$ cat src/rtl/cv_blinkcode_if.sv
// Heartbeat/status-code/LED signal bundle between system control and cv_blinkcode.
interface cv_blinkcode_if #(
    parameter int CODE_W = 4
);
    logic              hbin;
    logic [CODE_W-1:0] code;
    logic              led;
    logic              active;
    logic              seq_done;

    modport master (output hbin, output code, input led, input active, input seq_done);
    modport slave  (input hbin, input code, output led, output active, output seq_done);
endinterface

$ cat src/rtl/cv_blinkcode.sv
// Turns heartbeat edges into ticks and flashes the LED N times per sequence for status code N;
// code 0 mirrors the heartbeat onto the LED.
module cv_blinkcode #(
    parameter int CODE_W    = 4,
    parameter int ON_TICKS  = 1,
    parameter int OFF_TICKS = 1,
    parameter int GAP_TICKS = 4
) (
    input  logic           clk,
    input  logic           reset_n,
    cv_blinkcode_if.slave  bus
);
    localparam int MAX_A  = (ON_TICKS > OFF_TICKS) ? ON_TICKS : OFF_TICKS;
    localparam int MAX_T  = (MAX_A > GAP_TICKS) ? MAX_A : GAP_TICKS;
    localparam int TICK_W = (MAX_T > 1) ? $clog2(MAX_T) : 1;

    localparam logic [TICK_W-1:0] ON_RELOAD  = TICK_W'(ON_TICKS - 1);
    localparam logic [TICK_W-1:0] OFF_RELOAD = TICK_W'(OFF_TICKS - 1);
    localparam logic [TICK_W-1:0] GAP_RELOAD = TICK_W'(GAP_TICKS - 1);
    localparam logic [TICK_W-1:0] TICK_ONE   = TICK_W'(1);
    localparam logic [CODE_W-1:0] BLINK_ONE  = CODE_W'(1);

    typedef enum logic [1:0] {
        ST_IDLE = 2'd0,
        ST_ON   = 2'd1,
        ST_OFF  = 2'd2,
        ST_GAP  = 2'd3
    } state_e;

    state_e            state_q, state_d;
    logic              hbin_q, hbin_d;
    logic              led_q, led_d;
    logic              active_q, active_d;
    logic              seq_done_q, seq_done_d;
    logic [TICK_W-1:0] tick_cnt_q, tick_cnt_d;
    logic [CODE_W-1:0] blink_cnt_q, blink_cnt_d;
    logic              tick_s;
    logic              launch_s;

    // Next-state logic: per-state tick handling, then the shared launch action.
    always_comb begin
        state_d     = state_q;
        hbin_d      = bus.hbin;
        led_d       = led_q;
        active_d    = active_q;
        seq_done_d  = 1'b0;
        tick_cnt_d  = tick_cnt_q;
        blink_cnt_d = blink_cnt_q;
        launch_s    = 1'b0;
        tick_s      = bus.hbin ^ hbin_q;

        case (state_q)
            ST_IDLE: begin
                led_d    = bus.hbin;
                launch_s = tick_s;
            end
            ST_ON: begin
                if (!tick_s) begin
                    tick_cnt_d = tick_cnt_q;
                end else if (tick_cnt_q == '0) begin
                    state_d    = ST_OFF;
                    led_d      = 1'b0;
                    tick_cnt_d = OFF_RELOAD;
                end else begin
                    tick_cnt_d = tick_cnt_q - TICK_ONE;
                end
            end
            ST_OFF: begin
                if (!tick_s) begin
                    tick_cnt_d = tick_cnt_q;
                end else if (tick_cnt_q != '0) begin
                    tick_cnt_d = tick_cnt_q - TICK_ONE;
                end else if (blink_cnt_q == BLINK_ONE) begin
                    state_d     = ST_GAP;
                    blink_cnt_d = '0;
                    tick_cnt_d  = GAP_RELOAD;
                end else begin
                    blink_cnt_d = blink_cnt_q - BLINK_ONE;
                    state_d     = ST_ON;
                    led_d       = 1'b1;
                    tick_cnt_d  = ON_RELOAD;
                end
            end
            ST_GAP: begin
                led_d = 1'b0;
                if (!tick_s) begin
                    tick_cnt_d = tick_cnt_q;
                end else if (tick_cnt_q != '0) begin
                    tick_cnt_d = tick_cnt_q - TICK_ONE;
                end else begin
                    seq_done_d = 1'b1;
                    launch_s   = 1'b1;
                end
            end
            default: begin
                state_d = ST_IDLE;
            end
        endcase

        // Launch samples the code; a zero code drops straight back to mirroring.
        if (!launch_s) begin
            blink_cnt_d = blink_cnt_d;
        end else if (bus.code != '0) begin
            state_d     = ST_ON;
            led_d       = 1'b1;
            tick_cnt_d  = ON_RELOAD;
            blink_cnt_d = bus.code;
            active_d    = 1'b1;
        end else begin
            state_d  = ST_IDLE;
            active_d = 1'b0;
            led_d    = bus.hbin;
        end
    end

    // State and output registers with asynchronous clear.
    always_ff @(posedge clk or negedge reset_n) begin
        if (!reset_n) begin
            state_q     <= ST_IDLE;
            hbin_q      <= 1'b0;
            led_q       <= 1'b0;
            active_q    <= 1'b0;
            seq_done_q  <= 1'b0;
            tick_cnt_q  <= '0;
            blink_cnt_q <= '0;
        end else begin
            state_q     <= state_d;
            hbin_q      <= hbin_d;
            led_q       <= led_d;
            active_q    <= active_d;
            seq_done_q  <= seq_done_d;
            tick_cnt_q  <= tick_cnt_d;
            blink_cnt_q <= blink_cnt_d;
        end
    end

    assign bus.led      = led_q;
    assign bus.active   = active_q;
    assign bus.seq_done = seq_done_q;
endmodule
$ cat src/flat_wrapper.sv
// flat-port wrapper written by rule: the top's interface ports become plain ports
module cv_blinkcode_flat 
#(
    parameter int CODE_W    = 4,
    parameter int ON_TICKS  = 1,
    parameter int OFF_TICKS = 1,
    parameter int GAP_TICKS = 4
)
  (clk, reset_n, bus_hbin, bus_code, bus_led, bus_active, bus_seq_done);
  cv_blinkcode_if #(.CODE_W(CODE_W)) bus_i ();
  input  logic clk;
  input  logic reset_n;
  input wire logic [$bits(bus_i.hbin)-1:0] bus_hbin;
  input wire logic [$bits(bus_i.code)-1:0] bus_code;
  output wire logic [$bits(bus_i.led)-1:0] bus_led;
  output wire logic [$bits(bus_i.active)-1:0] bus_active;
  output wire logic [$bits(bus_i.seq_done)-1:0] bus_seq_done;
  assign bus_i.hbin = bus_hbin;
  assign bus_i.code = bus_code;
  assign bus_led = bus_i.led;
  assign bus_active = bus_i.active;
  assign bus_seq_done = bus_i.seq_done;
  cv_blinkcode #(.CODE_W(CODE_W), .ON_TICKS(ON_TICKS), .OFF_TICKS(OFF_TICKS), .GAP_TICKS(GAP_TICKS)) u_core (.clk(clk), .reset_n(reset_n), .bus(bus_i));
endmodule
$ cat config.mk
export PLATFORM = sky130hd
export DESIGN_NAME = cv_blinkcode_flat
export DESIGN_NICKNAME = d
export VERILOG_FILES = /design/src/rtl/cv_blinkcode_if.sv /design/src/rtl/cv_blinkcode.sv /design/src/flat_wrapper.sv
export SDC_FILE = /design/constraint.sdc
export NUM_CORES = 1
export LEC_CHECK = 0
export ABC_AREA = 1
export BUFFER_PORTS_ARGS = -buffer_cell sky130_fd_sc_hd__buf_4
export CAP_MARGIN = 15
export CORE_MARGIN = 4
export CORE_UTILIZATION = 40
export CTS_CLUSTER_SIZE = 8
export DETAILED_ROUTE_END_ITERATION = 6
export SKIP_CTS_REPAIR_TIMING = 1
export SYNTH_ARGS = -nofsm -noshare
export SYNTH_HDL_FRONTEND = slang
export SYNTH_SLANG_ARGS = --single-unit
$ cat constraint.sdc
create_clock -name clk -period 2.9 [get_ports clk]
set_input_delay 0.435 -clock clk [delete_from_list [all_inputs] [get_ports clk]]
set_output_delay 0.435 -clock clk [all_outputs]
set_load 0.01 [all_outputs]
# Word level (Yosys, flattened, before mapping)
# Cells that the tools add are included.
[op_classes]
add_sub_neg = 2
eq_ne = 9
muxes = 37
n_bitwise = 1
n_reduce_logical = 7
[ops]
columns = ["cell", "n"]
rows = [
  ["$mux W2", 15],
  ["$mux W4", 6],
  ["$mux W1", 12],
  ["$reduce_and A5 Y1", 2],
  ["$ne A3 B1 Y1 const B", 3],
  ["$ne A3 B2 Y1 const B", 2],
  ["$pmux W2 S3", 1],
  ["$eq A2 B2 Y1 const B", 2],
  ["$eq A4 B1 Y1 const B", 1],
  ["$logic_not A2 Y1", 2],
  ["$pmux W1 S4", 1],
  ["$pmux W2 S2", 1],
  ["$reduce_bool A4 Y1", 1],
  ["$sub A4 B1 Y4 const B", 1],
  ["$reduce_bool A3 Y1", 1],
  ["$eq A2 B1 Y1 const B", 1],
  ["$pmux W1 S2", 1],
  ["$reduce_bool A2 Y1", 1],
  ["$sub A2 B1 Y2 const B", 1],
  ["$xor A1 B1 Y1", 1],
]
[totals]
reg_bits = 12
in_bits = 7
output_inout_bits = 3
wordCells = 63

# Depth between registers and ports, before layout
# Gate-level depths: netlist of the first run.
[depth]
word_depth = 7
mapped_depth = 10
ltp_nobuf = 10

# Least setup slack after synthesis of the first run
# OpenSTA, ideal clock, no wires.
[synth_path]
path_type = "register -> register"
startpoint = "register u_core.state_q[0]"
endpoint = "register u_core.state_q[0]"
setup_ns = 0.117
arrival_ns = 1.329
required_ns = 2.783
slack_ns = 1.453
path_stages_with_launch = 10
synth_period_minus_slack_ns = 1.447
cell_sequence = "dfrtp_1 > inv_1 > ha_1 > nand3_1 > nand2_2 > nand2_4 > a21oi_4 > nand3_2 > nand2_1 > nand2_1"
[synth_via]
elab_chain_cells = 4
word_cells_on_any_way = 13
classes_between = "eq/ne: 7; mux: 3; reduce/logical: 3"
[synth_lines]
columns = ["element", "line", "text"]
rows = [
  ["from (decl)", "cv_blinkcode.sv:30", "state_e state_q, state_d;"],
  ["from (signal assigned)", "cv_blinkcode.sv:127", "state_q <= state_d;"],
  ["$eq A2 B2 Y1 or $logic_not A2 Y1 (tied branches)", "cv_blinkcode.sv:52", "case (state_q)"],
  ["$pmux W1 S2", "cv_blinkcode.sv:52", ""],
  ["$ne A3 B1 Y1 (no source line) (tied with other cells)", "-", ""],
  ["$reduce_and A5 Y1 (no source line)", "-", ""],
]
# Several ways; a longest one is shown, not always the timed one.
# A chain may end at the register's enable or synchronous reset.

# Worst setup path after layout of the first run
[layout_path]
startpoint = "register u_core.state_q[1]"
endpoint = "register u_core.state_q[0]"
# The elaborated chain is that of the path after synthesis.

==> impl_metrics.tcl, run 1 <==
set metrics [dict create \
    cts_root_buf "clkbuf_4" \
    status "finished clean" \
    io_buffers 9 \
    synthTopCellsByCount "25 x nand2_1, 20 x inv_1, 12 x dfrtp_1" \
    holdWs_ps 310 \
    first_global_vias 690 \
    met3_usage 0.0245 \
    top_usage_layer "met2" \
    cts_tree "built" \
    max-slew-margin-rel 0.750 \
    yosysSeqAreaShare 0.343 \
    setup_viol 0 \
    critPathBufInv 1 \
    start_util 0.433 \
    die_w_microns 54.8 \
    hold_viol_final 0 \
    grt_use_met1 0.176 \
    drtIter0Drc 12 \
    yosys.area.top_type_share 0.343 \
    skew_ps 3.10 \
    crit_type "flop to flop" \
    drv_cap 0 \
    fin_cells 156 \
    dieArea_sq_um 3000 \
    netlist_instances 117 \
    grtUsageTotal 0.138 \
    fmax_mhz 619 \
    yosysUniqueCellTypes 20 \
    detail_route.wl_per_cell_microns 11.5 \
    h-tree-depth 1 \
    dp.cells 152 \
    p_leak_uw 0.000566 \
    overflow 0 \
    dpl.hpwl_microns 1450 \
    grt_max_degree 13 \
    start_kind "flop" \
    final_nets 145 \
    row_count 16 \
    grt_pass1_wl_microns 2890 \
    wirelength_microns 1800 \
    slowest_delay_ps 410 \
    first_pass_iters 4 \
    hold_class "input pin to flop" \
    syn_area_per_cell_sq_um 7.49 \
    crit_chain "inv_1 -> ha_1 -> nand3_1 -> nand2_2 -> nand2_4 -> a21oi_4 -> nand3_2 -> nand2_1 -> nand2_1" \
    area_delta_synth_final_pct 14.7 \
    fin_crit_sh 0.557 \
    avgViaCountPerCell 4.80 \
    drv_slew 0 \
    antenna_cells 0 \
    drive_above_1_share 0.186 \
    synth_most_common_cell "nand2_1" \
    cp_top_family "simple AND/OR/NAND/NOR gates" \
    clock_path_buffers 2 \
    async_flop_share 1.00 \
    synth_area_leaders "dfrtp_1 34%, nand2_1 11%, ha_1 10%" \
    rsz0062_at_grt "no" \
    syn_nets 131 \
    finalSetupTns_ps 0 \
    synth_edf_count 0 \
    crit_slowest_cell "dfrtp_1" \
    antenna_left 0 \
    yosys_warnings 0 \
    endpoint_kind "flop" \
    netlist.top_cell.by_area "dfrtp_1" \
    syn_area_sq_um 876 \
    min_period_ps 1620 \
    insertion_delay_ps 270 \
    worstPathRequired_ps 3070 \
    critPathMostFrequentCell "nand2_1" \
    synth_ff_type "dfrtp_1" \
    ff2ff_setup_slack_ps 1280 \
    vdd_drop_max_v 0.000572 \
    ys_seq_elements 12 \
    final.fill_count 208 \
    worst_pin_slew_ps 372 \
    path_clk_slew_ps 70 \
    cts_buffers 3 \
    cts_sinks 12 \
    cp.arrival_ps 1780 \
    drcViolationCount 0 \
    use_met2 0.217 \
    gp_congestion 0.871 \
    die_h_microns 54.8 \
    ios 10 \
    cp_max_fo 9 \
    core_sq_um 2020 \
    vias 749 \
    p_per_area_nw_per_um2 1030 \
    antenna_found_initial 0 \
]
## metrics by stage
stage	cell area [sq um]	util	total power, uW	setup WS [ps]
3_5_place_dp	972	0.481	929	1290
3_3_place_gp	972	0.481	929	1310
2_1_floorplan	876	-	774	1450
5_1_grt	1000	0.497	1140	1140
6_report	1000	0.497	1030	1280
4_1_cts	995	0.492	1040	1280
## metal layers
| metal | share of wire | wire length, microns |
|---|---|---|
| met1 | 0.49 | 875 |
| met2 | 0.46 | 827 |
| met3 | 0.037 | 66 |
| met4 | 0.015 | 27 |
| met5 | 0 | 0 |
## placed cells by master, fill, tap and decap left out, drive strengths merged, types with 2 or more instances in the layout
master,instances
a21boi,2
ha,7
buf,9
nand2,30
nand3,12
dfrtp,12
nand4,4
inv,22
o21ai,14
nor2,10
clkbuf,3
## final timing paths
path / start / end / depth (start not counted)
min: bus_hbin / u_core.hbin_q / 1
max reg2reg: u_core.state_q[1] / u_core.state_q[0] / 9
min reg2reg: u_core.bus.active / u_core.bus.active / 2
min in group asynchronous: reset_n / u_core.tick_cnt_q[1] / 2
max: u_core.state_q[1] / u_core.state_q[0] / 9
max in group asynchronous: reset_n / u_core.blink_cnt_q[3] / 2
## final cells by class
cell class	count	area, sq um	area share
multi-input combinational	82	488	0.486
clock buffer	3	22.5	0.0224
sequential	12	300	0.299
tap	27	33.8	0.0336
timing repair buffer	10	77.6	0.0772
inverter	22	82.6	0.0822
## sequential cells by signal, indices dropped and copies added (netlist names)
name and count:
u_core.state_q 2, u_core.bus.active 1, u_core.blink_cnt_q 4, u_core.bus.seq_done 1
u_core.bus.led 1, u_core.hbin_q 1, u_core.tick_cnt_q 2
## logic make-up (layout without fill, tap and decap cells)
family,after synthesis,after routing,synth area share
flip-flops,12,12,0.343
AND/OR/NAND/NOR,56,56,0.324
AO/OA/AOI/OAI,19,19,0.133
adder cells (fa/ha/maj),7,7,0.100
buffers and inverters,23,35,0.100
## report_power, final
part	leakage (uW)	switching [uW]	internal [uW]	total, uW
registers	0.000149	46.4	241	288
logic	0.000404	407	234	641
clock network	0.0000138	53.8	48.0	102
total	0.000566	508	523	1030
## worst register-to-register path, stage by stage (launching register included)
cell     delay, ps
dfrtp_1        410
inv_1          110
ha_1           270
nand3_1        120
nand2_2        110
nand2_4        100
a21oi_4        190
nand3_2         90
nand2_1         60
nand2_1         50
(Power assumes the default switching activity.)
==> run 2, diff against run 1 <==
- clock period: 2.9 -> 1.6 ns (I/O delays scaled with it)
==> impl_metrics.tcl, run 2 (synthesis results as in run 1) <==
set metrics [dict create \
    status "finished clean" \
    drv_cap 0 \
    overflow 0 \
    ios 10 \
    first_pass_iters 4 \
    fin_cells 162 \
    wirelength_microns 2100 \
    layout.area.seq_sq_um 303 \
    drtIter0Drc 25 \
    final_nets 150 \
    use_met2 0.250 \
    cts_buffers 3 \
    grtUsageTotal 0.153 \
    rr_startpoint "u_core.state_q[0]" \
    worstPathRequired_ps 1770 \
    final_core_util 0.551 \
    startpoint "u_core.state_q[0]" \
    dp.cells 153 \
    antenna_left 0 \
    min_period_ps 1510 \
    h-tree-depth 1 \
    cts_tree "built" \
    antenna_cells 0 \
    critPathMostFrequentCell "nand2_1" \
    detail_route.wl_per_cell_microns 13.0 \
    multiInputGateArea_sq_um 544 \
    worst_pin_slew_ps 372 \
    avgViaCountPerCell 5.12 \
    setup_slack_ps 93.9 \
    met3_usage 0.0245 \
    drcViolationCount 0 \
    start_kind "flop" \
    start_util 0.433 \
    grt_max_degree 13 \
    setup_viol 0 \
    first_global_vias 749 \
    core_sq_um 2020 \
    crit_type "flop to flop" \
    fmax_mhz 664 \
    drive_above_1_share 0.296 \
    gp_congestion 0.912 \
    grt_use_met1 0.193 \
    antenna_found_initial 0 \
    crit_slowest_cell "dfrtp_2" \
    insertion_delay_ps 290 \
    p_per_area_nw_per_um2 1990 \
    clock_path_buffers 2 \
    cp_top_family "simple AND/OR/NAND/NOR gates" \
    vias 829 \
    area_delta_synth_final_pct 27.3 \
    cp.arrival_ps 1680 \
    row_count 16 \
    cts_sinks 12 \
    endpoint_kind "flop" \
    final.fill_count 186 \
    mostFrequentLayoutCell "nand2_1" \
    skew_ps 6.14 \
    grt_pass1_wl_microns 3260 \
    slowest_delay_ps 460 \
    vdd_drop_max_v 0.000991 \
    final_cell_area_sq_um 1110 \
    top_regs "u_core.blink_cnt_q x4, u_core.state_q x2, u_core.tick_cnt_q x2" \
    cp_max_fo 8 \
    regMostFlops "u_core.blink_cnt_q" \
    p_leak_uw 0.000591 \
    largest_reg_flops 4 \
    min_from "bus_hbin" \
    path_clk_slew_ps 90 \
    hold_viol_final 0 \
    die_h_microns 54.8 \
    dpl.hpwl_microns 1510 \
    die_w_microns 54.8 \
    power.total_uw 2210 \
    dieArea_sq_um 3000 \
    fin_crit_sh 0.941 \
    drv_slew 0 \
    hold_class "input pin to flop" \
    placed_cell_area_sq_um 980 \
    critPathBufInv 1 \
    crit_chain "inv_2 -> ha_4 -> nand3_4 -> nand2_4 -> nand2_8 -> a21oi_4 -> nand3_2 -> nand2_1 -> nand2_1" \
    max-slew-margin-rel 0.749 \
    top_usage_layer "met2" \
    cts_root_buf "clkbuf_4" \
    io_buffers 9 \
    mostFrequentLayoutCells "24 x nand2_1, 17 x inv_1, 14 x buf_4" \
    dpl_worst_slack_ps 86.7 \
]
-- run 2: cell count changes in the layout (fill, tap and decap cells not counted), moves of 2 or more --
cell and delta:
dfrtp_2 +2, ha_4 +2, dfrtp_1 -2, inv_1 -3, inv_2 +3, buf_4 +5
ha_1 -3
-- run 2: worst paths after layout --
check | depth (start not counted) | to | slack (ps)
hold / removal | 1 | u_core.hbin_q | 110
setup reg to reg | 9 | u_core.state_q[1] | 90
max in group asynchronous | 2 | u_core.state_q[1] | 1090
hold reg to reg | 2 | u_core.bus.active | 490
min in group asynchronous | 2 | u_core.bus.seq_done | 330
setup / recovery | 9 | u_core.state_q[1] | 90
-- run 2: through the flow --
step                      setup TNS [ps]  hold slack [ps]
after CTS                              0             -220
after global placement                 0             90.5
after global routing               -4.65              105
final                                  0              112
after floorplan                        0            -55.6
after detailed placement               0             89.7
-- run 2: area by class of cell --
| type | count | area share |
|---|---|---|
| Tap cell | 27 | 0.0303 |
| Timing Repair Buffer | 15 | 0.103 |
| Multi-Input combinational cell | 82 | 0.488 |
| Inverter | 22 | 0.0741 |
| Clock buffer | 4 | 0.0325 |
| Sequential cell | 12 | 0.272 |
-- run 2: where the power goes --
part | switching, uW | internal, uW
logic | 845 | 567
registers | 106 | 442
clock network | 116 | 139
total | 1070 | 1150
-- run 2: worst reg2reg max path: stages, from the launching register on --
cell and delay [ps]:
dfrtp_2 460, inv_2 100, ha_4 150, nand3_4 70
nand2_4 100, nand2_8 80, a21oi_4 210, nand3_2 100
nand2_1 70, nand2_1 50
-- run 2: routing by layer --
layer / wire length [microns] / share of wire / up-vias
met5: 0 / 0 / -
met4: 36 / 0.017 / 0
met3: 98 / 0.047 / 5
met2: 1070 / 0.51 / 23
met1: 895 / 0.43 / 388
li1: - / - / 413
